[config.mk]
export PLATFORM = sky130hd
export DESIGN_NAME = factorial_decoder
export DESIGN_NICKNAME = d
export VERILOG_FILES = /design/src/rtl/factorial_decoder.sv
export SDC_FILE = /design/constraint.sdc
export NUM_CORES = 1
export LEC_CHECK = 0
export ABC_AREA = 1
export CAP_MARGIN = 25
export CORE_ASPECT_RATIO = 0.8
export CORE_MARGIN = 5
export CORE_UTILIZATION = 60
export CTS_CLUSTER_SIZE = 20
export DETAILED_ROUTE_END_ITERATION = 8
export DONT_BUFFER_PORTS = 1
export GPL_TIMING_DRIVEN = 0
export PLACE_DENSITY = 0.75
export SETUP_SLACK_MARGIN = 0.2
export SLEW_MARGIN = 20
export SYNTH_ARGS = -nofsm -noshare
export SYNTH_HDL_FRONTEND = slang
export SYNTH_SLANG_ARGS = --single-unit
[constraint.sdc]
create_clock -name clk -period 12 [get_ports clk]
set_input_delay 2.4 -clock clk [delete_from_list [all_inputs] [get_ports clk]]
set_output_delay 2.4 -clock clk [all_outputs]
set_load 0.005 [all_outputs]
[src/rtl/factorial_decoder.sv]
// rtl/factorial_decoder.sv - iterative inverse of the scaled factorial: finds the largest n with (n! << SCALE_SHIFT) <= value
module factorial_decoder #(
  parameter int SCALE_SHIFT = 1,
  parameter int MAX_N       = 12,
  parameter int VAL_W       = 32
) (
  input  logic             clk,
  input  logic             reset,
  input  logic             start,
  input  logic [VAL_W-1:0] value_in,
  output logic             busy,
  output logic             done,
  output logic [3:0]       n_out,
  output logic             exact
);

  typedef enum logic [1:0] {IDLE, CALC, DONE} state_t;

  localparam logic [3:0] MAX_K = 4'(MAX_N);

  state_t           state;
  logic [VAL_W-1:0] val;
  logic [63:0]      prod;
  logic [3:0]       k;

  logic [63:0] val_ext;
  logic [63:0] prod_scaled;
  logic [63:0] nxt;
  logic [63:0] nxt_scaled;

  // 64-bit working width keeps prod*(k+1) and the shifted compares free of overflow
  always_comb begin
    val_ext     = 64'(val);
    prod_scaled = prod << SCALE_SHIFT;
    nxt         = prod * (64'(k) + 64'd1);
    nxt_scaled  = nxt << SCALE_SHIFT;
  end

  always_ff @(posedge clk or negedge reset) begin
    if (!reset) begin
      state <= IDLE;
      val   <= '0;
      prod  <= 64'd1;
      k     <= 4'd1;
      busy  <= 1'b0;
      done  <= 1'b0;
      n_out <= 4'd0;
      exact <= 1'b0;
    end else begin
      done <= 1'b0;
      case (state)
        IDLE: begin
          if (start) begin
            val   <= value_in;
            prod  <= 64'd1;
            k     <= 4'd1;
            busy  <= 1'b1;
            state <= CALC;
          end
        end
        CALC: begin
          if (prod_scaled > val_ext) begin
            n_out <= 4'd0;
            exact <= 1'b0;
            state <= DONE;
          end else if (k == MAX_K || nxt_scaled > val_ext) begin
            n_out <= k;
            exact <= (prod_scaled == val_ext);
            state <= DONE;
          end else begin
            prod <= nxt;
            k    <= k + 4'd1;
          end
        end
        DONE: begin
          // completion pulse lands on the cycle after DONE, as busy drops
          done  <= 1'b1;
          busy  <= 1'b0;
          state <= IDLE;
        end
        default: begin
          busy  <= 1'b0;
          state <= IDLE;
        end
      endcase
    end
  end

endmodule

==> metrics.csv, run 1 <==
stage,metric,value,unit
placement,total of buffers placed on input and output ports,0,
floorplanning,top-level port count,42,
timing,Hold Fails Final Rpt,0,
finish,Area growth syn-to-layout,4.315,%
clock_tree,clock tree root driver cell,clkbuf_16,
pwr,power dissipated by switching net loads,1.358,mW
global_routing,number of antenna violations at the first check in global routing,0,
setup_path,data required time of the worst path,12320,ps
floorplanning,DIE HEIGHT,163.8,um
pwr,Final Total Pwr,2.441,mW
pwr,share of power burned in registers,0.237,
yosys,net count after synthesis,3149,
clock_tree,clock insertion delay at the later pin of the skew report,390,ps
finish,multi-input gate area in the final layout,12090,sq um
timing,Worst Skew,15.71,ps
setup_path,critical path capture point type,register,
global_routing,total grt overflow,0,
placement,final weighted congestion in routability-driven placement,1.012,
clock_tree,clock buffers created by TritonCTS,9,
yosys,cells taking the most area after synthesis,"fa_1 (20%), nand2_1 (18%), dfrtp_1 (15%)",
floorplanning,DIE AREA,33140,sq um
timing,share of the clock period used by the worst path after layout,0.7516,
timing,Setup WS post-layout,2980,ps
pwr,internal power consumption,1.082,mW
timing,final slew viol count,0,
timing,worst slew pin tran,1101,ps
timing,Fmax achieved,110.9,MHz
floorplanning,effective utilization at floorplan,0.6074,
timing,worst relative slew slack,0.2601,
yosys,post-synthesis instance total,2809,
finish,Final nets,3160,
route,vias per cell,5.368,
route,WL/cell,17.43,um
clock_tree,Clock Sinks,108,
setup_path,arrival time worst endpoint,9340,ps
hold_path,worst hold path type,register to register,
timing,unrepaired setup endpoints after global routing,false,
global_routing,wire length of the first global-routing pass,87740,um
pwr,Comb power frac,0.637,
placement,post-placement cell count,3186,
floorplanning,row count,56,
pwr,total power per unit cell area,131.8,nW/um^2
floorplanning,Core Region,29220,sq um
route,detailed-router iteration count before antenna repair,6,
yosys,post-synthesis area per instance,6.317,sq um
timing,Finish-stage setup viols,0,
pwr,total leakage power,11.23,nW
route,remaining number of nets flagged by the antenna check after routing,0,
placement,half-perimeter wire length of the detailed placement result,48130,um
placement,placement-stage worst setup slack,3427,ps
global_routing,GRT Total Usage,0.3430,
clock_tree,CTS tree,yes,
finish,sequential standard cell area,2705,sq um
finish,number of standard cells in the final layout excluding fillers,3203,
clock_tree,count of cells resized by post-cts repair,0,
yosys,Synth top area share,0.1985,
yosys,"flops & latches, synth",108,
finish,proportion of layout cells with a drive suffix above 1,0.02549,
finish,# fillers,2864,
yosys,count of cell types in the netlist,46,
setup_path,Critical Path Max Stage Delay,850,ps
clock_tree,maximum buffer depth of the clock tree,2,
global_routing,vias in the first global route,16070,
yosys,sequential area share after synthesis,0.1524,
status,status,completed,
pwr,net switching share of the total power,0.5565,
job,Max Cap Violations,0,
yosys,number of enable-type register cells in the synthesized netlist,0,
finish,core occupancy in the finished layout,0.6336,
setup_path,worst-path fanout max,10,
global_routing,maximum number of pins on one net before global-route repair,109,
timing,minimum clock period after layout,9020,ps
setup_path,startpoint types,register,
route,detailed router's first-iteration violation count,1832,
yosys,most numerous cell types in the synthesized netlist,"nand2_1 (869), inv_1 (696), nor2_1 (356)",
yosys,total of warnings raised by yosys,0,
yosys,Synth Cell Area,17750,sq um
route,number of DRC violations after detailed routing,0,
pwr,Max VDD drop,0.2133,mV
route,total via count after detailed routing,17190,
clock_tree,total of hold buffers inserted after clock tree synthesis,0,
yosys,most used standard cell by instance count after synthesis,nand2_1,
yosys,most frequently used flop master after synthesis,dfrtp_1,
yosys,async set-or-reset flop fraction in the synthesized netlist,1.000,
pwr,clock network power share,0.126,
yosys,cell type contributing the most total cell area after synthesis,fa_1,
clock_tree,count of H-tree levels built during CTS,3,
floorplanning,horizontal die dimension,202.3,um
route,total wire length after detailed routing,55820,um
clock_tree,post-CTS setup buffer count,0,
setup_path,cell type of the slowest stage on the worst timing path,nor3_1,
timing,sum of negative setup slack,0,ps
clock_tree,clock-pin transition on the worst setup and hold timing paths,80,ps
setup_path,Critical Path Most Common Cell,nand2_1,
setup_path,startpoint-to-endpoint class of the critical path,register to register,
==> worst max-delay path: cells and delay by family (launching register included) <==
family	cells	cell delay [ps]
xor+xnor	1	480
fa+ha+maj	5	2200
simple gates	17	3110
buf+inv	7	1750
compound gates	3	830
flops	1	560
==> placed cells by master (no fill, tap or decap), types with 9 or more instances in the layout <==
cell and instances:
a21oi_1 96, buf_2 9, clkbuf_1 40, clkbuf_16 9
dfrtp_1 106, fa_1 176, ha_1 129, inv_1 696
inv_2 14, nand2_1 869, nand3_1 126, nand4_1 42
nor2_1 356, nor2_2 18, nor3_1 15, nor4_1 14
o21ai_0 14, xor2_1 25
==> sequential cells by signal (all words and copies together), names as in the netlist <==
name,flops
k,4
done,1
busy,1
state,2
prod,63
n_out,4
val,32
exact,1
==> layer usage <==
| metal | wire length, um | track usage |
|---|---|---|
| met5 | 0 | 0 |
| met4 | 1100 | 0.07773 |
| met3 | 7106 | 0.09574 |
| met2 | 21740 | 0.4870 |
| met1 | 25870 | 0.5210 |
==> power by group through the flow <==
stage	combinational (mW)	sequential [mW]	clock [mW]
CTS	1.52	0.573	0.316
detailed placement	1.51	0.579	0
global placement	1.45	0.576	0
finish	1.55	0.578	0.307
global route	1.71	0.590	0.329
floorplan	1.07	0.538	0
==> path summary, 6_finish.rpt <==
kind	startpoint	endpoint	slack, ps	cells past startpoint
min in group asynchronous	reset	val[2]	1690	0
hold / removal	state[0]	done	500	1
setup / recovery	k[0]	prod[21]	2980	33
hold reg to reg	state[0]	done	500	1
setup reg to reg	k[0]	prod[21]	2980	33
max in group asynchronous	reset	k[0]	10110	0
==> through the flow <==
step	hold slack [ps]	instance area (sq um)
floorplan	402.6	17750
global placement	502.0	18220
detailed placement	503.3	18220
CTS	515.0	18510
global route	529.9	18510
finish	504.6	18510
==> cell type report <==
| cell class | count | area share |
|---|---|---|
| Multi-Input combinational cell | 1931 | 0.6531 |
| Sequential cell | 108 | 0.1461 |
| Inverter | 714 | 0.1449 |
| Tap cell | 377 | 0.02548 |
| Buffer | 56 | 0.01453 |
| Clock buffer | 10 | 0.01237 |
| Clock inverter | 6 | 0.003380 |
| Antenna cell | 1 | 0.0001352 |
==> kinds of logic after synthesis <==
family,count (synthesis),synth area share
compound gates,133,0.04223
xor+xnor,29,0.01431
fa+ha+maj,305,0.2895
buf+inv,770,0.1663
flops,108,0.1524
simple gates,1464,0.3352
(Power assumes the default switching activity.)
==> run 2: changes to the inputs <==
--- a/config.mk
+++ b/config.mk
@@ -14,7 +14,7 @@
 export DETAILED_ROUTE_END_ITERATION = 8
 export DONT_BUFFER_PORTS = 1
 export GPL_TIMING_DRIVEN = 0
-export PLACE_DENSITY = 0.75
+export PLACE_DENSITY = 0.78
 export SETUP_SLACK_MARGIN = 0.2
 export SLEW_MARGIN = 20
 export SYNTH_ARGS = -nofsm -noshare
==> constraint.sdc (replaced) <==
create_clock -name clk -period 7.7 [get_ports clk]
set_input_delay 1.54 -clock clk [delete_from_list [all_inputs] [get_ports clk]]
set_output_delay 1.54 -clock clk [all_outputs]
set_load 0.005 [all_outputs]
==> run 2 against run 1 <==
Sequential share of layout area shrank 0.23 points. Critical path depth unchanged. Highest routed layer unchanged. Register-to-register slack got worse by 2600 ps. Setup slack worse by 2600 ps. Count of clock-buffer cells in the layout unchanged. Final area rose by 1.6%. Combinational power is 65% higher. Final cell count is essentially flat. Worst hold slack worse by 19 ps. Clock power up 63%. Wire length rose by 1.4%. Flip-flop and latch count did not move.
==> metrics.csv, run 2 (same netlist as run 1, synthesis figures left out) <==
stage,metric,value,unit,change
finish,most common library cell in the layout ignoring fill and taps,nand2_1,,
finish,Area growth syn-to-layout,6.014,%,
route,detailed router's first-iteration violation count,1848,,+0.87%
setup_path,largest delay contributor family on the critical path,adder cells,,
route,number of DRC violations after detailed routing,0,,unchanged
clock_tree,maximum buffer depth of the clock tree,2,,unchanged
timing,Hold Fails Final Rpt,0,,unchanged
route,WL/cell,17.67,um,+1.4%
placement,post-placement cell count,3186,,unchanged
floorplanning,horizontal die dimension,202.3,um,unchanged
floorplanning,Core Region,29220,sq um,unchanged
global_routing,vias in the first global route,16500,,+2.7%
setup_path,number of buffer and inverter instances along the worst setup path,6,,-1
route,total via count after detailed routing,17340,,+0.85%
global_routing,number of antenna violations at the first check in global routing,0,,unchanged
route,total wire length after detailed routing,56620,um,+1.4%
finish,registers with the most flip-flops,"prod x63, val x32",,
route,detailed-router iteration count before antenna repair,5,,-1
job,Max Cap Violations,0,,unchanged
pwr,share of power burned in registers,0.228,,-0.009
floorplanning,row count,56,,unchanged
setup_path,worst-path fanout max,10,,unchanged
pwr,clock network power share,0.126,,about the same
timing,Fmax achieved,136.5,MHz,+23%
placement,half-perimeter wire length of the detailed placement result,48500,um,+0.76%
finish,Finished Cell Area,18810,sq um,+1.6%
global_routing,global routing met3 resource utilization,0.1384,,+0.04264
route,remaining number of nets flagged by the antenna check after routing,0,,unchanged
floorplanning,DIE AREA,33140,sq um,unchanged
global_routing,total grt overflow,0,,unchanged
global_routing,"Most Used Layer, Global Route",met1,,
placement,total of buffers placed on input and output ports,0,,unchanged
finish,core occupancy in the finished layout,0.6439,,+0.01032
pwr,internal power consumption,1.764,mW,+63%
finish,proportion of layout cells with a drive suffix above 1,0.04314,,+0.01765
setup_path,Critical Path Most Common Cell,nand2_1,,
timing,share of the clock period used by the worst path after layout,0.9515,,+0.1999
setup_path,startpoint types,register,,
global_routing,GRT Total Usage,0.3457,,+0.002746
finish,highest-count cells in the layout ignoring fill and taps,"nand2_1 (866), inv_1 (696), nor2_1 (347), fa_1 (176), ha_1 (126)",,
global_routing,maximum number of pins on one net before global-route repair,109,,unchanged
floorplanning,DIE HEIGHT,163.8,um,unchanged
pwr,total leakage power,11.37,nW,+1.2%
clock_tree,total of hold buffers inserted after clock tree synthesis,0,,unchanged
setup_path,critical path capture point type,register,,
placement,area post-placement,18220,sq um,unchanged
clock_tree,clock tree root driver cell,clkbuf_16,,
setup_path,data required time of the worst path,7980,ps,-4340 ps
global_routing,met1 demand-to-capacity share in global routing,0.5050,,-0.01601
timing,worst relative slew slack,0.4833,,+0.2231
finish,max reg flops,63,,unchanged
pwr,power dissipated by switching net loads,2.190,mW,+61%
finish,Top reg by flops,prod,,
setup_path,arrival time worst endpoint,7610,ps,-1730 ps
global_routing,wire length of the first global-routing pass,88640,um,+1.0%
setup_path,Register-to-Register Setup Slack,370,ps,-2610 ps
floorplanning,effective utilization at floorplan,0.6074,,unchanged
pwr,Comb power frac,0.646,,+0.009
placement,final weighted congestion in routability-driven placement,1.063,,+5.0%
clock_tree,clock insertion delay at the later pin of the skew report,390,ps,about the same
route,vias per cell,5.410,,+0.79%
status,status,completed,,
timing,final slew viol count,0,,unchanged
finish,# diodes,0,,-1
floorplanning,top-level port count,42,,unchanged
finish,number of standard cells in the final layout excluding fillers,3205,,+0.062%
finish,Final nets,3163,,+0.095%
clock_tree,CTS tree,yes,,
clock_tree,clock buffers created by TritonCTS,9,,unchanged
timing,minimum clock period after layout,7327,ps,-1693 ps
clock_tree,clock-pin transition on the worst setup and hold timing paths,90,ps,about the same
setup_path,cell type of the slowest stage on the worst timing path,dfstp_2,,
timing,worst slew pin tran,775.1,ps,-326.2 ps
pwr,Max VDD drop,0.3143,mV,+47%
pwr,net switching share of the total power,0.5538,,-0.002675
clock_tree,count of H-tree levels built during CTS,3,,unchanged
timing,unrepaired setup endpoints after global routing,false,,
timing,Worst Skew,15.14,ps,-0.5734 ps
hold_path,worst hold path type,register to register,,
pwr,total power per unit cell area,210.2,nW/um^2,+59%
setup_path,startpoint-to-endpoint class of the critical path,register to register,,
timing,Finish-stage setup viols,0,,unchanged
setup_path,Critical Path Max Stage Delay,570,ps,-280 ps
global_routing,met2 track utilization from global routing,0.4806,,-0.006422
clock_tree,Clock Sinks,108,,unchanged
[run 2: cell type report]
class	instances	area (sq um)
inverters	714	2684
clock buffers	10	239.0
multi-input cells	1931	12290
fillers	2712	10410
repair buffers	3	35.03
clock inverters	6	62.56
flip-flops and latches	108	2705
plain buffers	56	321.6
well taps	377	471.7
[run 2: repair_timing]
action                                  in CTS  in global routing
pin swaps                                    1                  1
gates cloned                                 0                  0
endpoints found under the setup margin      74                 74
gates resized for setup                     26                 56
setup buffers                                1                  2
[run 2: final timing paths]
| path | startpoint | end | cells past startpoint |
|---|---|---|---|
| min in group asynchronous | reset | val[3] | 0 |
| setup / recovery | k[0] | prod[59] | 33 |
| max in group asynchronous | reset | k[0] | 0 |
| hold / removal | state[0] | done | 1 |
| hold reg to reg | state[0] | done | 1 |
| setup reg to reg | k[0] | prod[59] | 33 |
[run 2: metal layers]
metal / vias up / wire length [um]
li1: 8291 / -
met5: - / 0
met3: 87 / 8380
met4: 0 / 1416
met2: 890 / 21760
met1: 8072 / 25060
[run 2: worst register-to-register path, delay by kind of cell, from the launching register on]
family	cells	cell delay, ps
AO/OA/AOI/OAI	3	540
AND/OR/NAND/NOR	17	2410
buffers and inverters	6	920
XOR/XNOR	1	350
adder cells (fa/ha/maj)	6	2420
flip-flops	1	570
[run 2: through the flow]
step | TNS (ps) | setup WS, ps | hold slack [ps] | power (mW)
after floorplan | 0 | 1554 | 402.6 | 2.509
after CTS | 0 | 239.0 | 503.5 | 3.792
after detailed placement | -64040 | -964.9 | 497.7 | 3.258
after global placement | -52310 | -778.4 | 499.4 | 3.142
after global routing | 0 | 192.2 | 513.6 | 4.249
final | 0 | 373.1 | 485.4 | 3.954
[run 2: power groups by stage]
stage	clock (mW)	sequential, mW	combinational [mW]
after floorplan	0	0.838	1.67
after CTS	0.504	0.890	2.40
final	0.500	0.900	2.55
after detailed placement	0	0.899	2.36
after global placement	0	0.896	2.25
after global routing	0.526	0.915	2.81
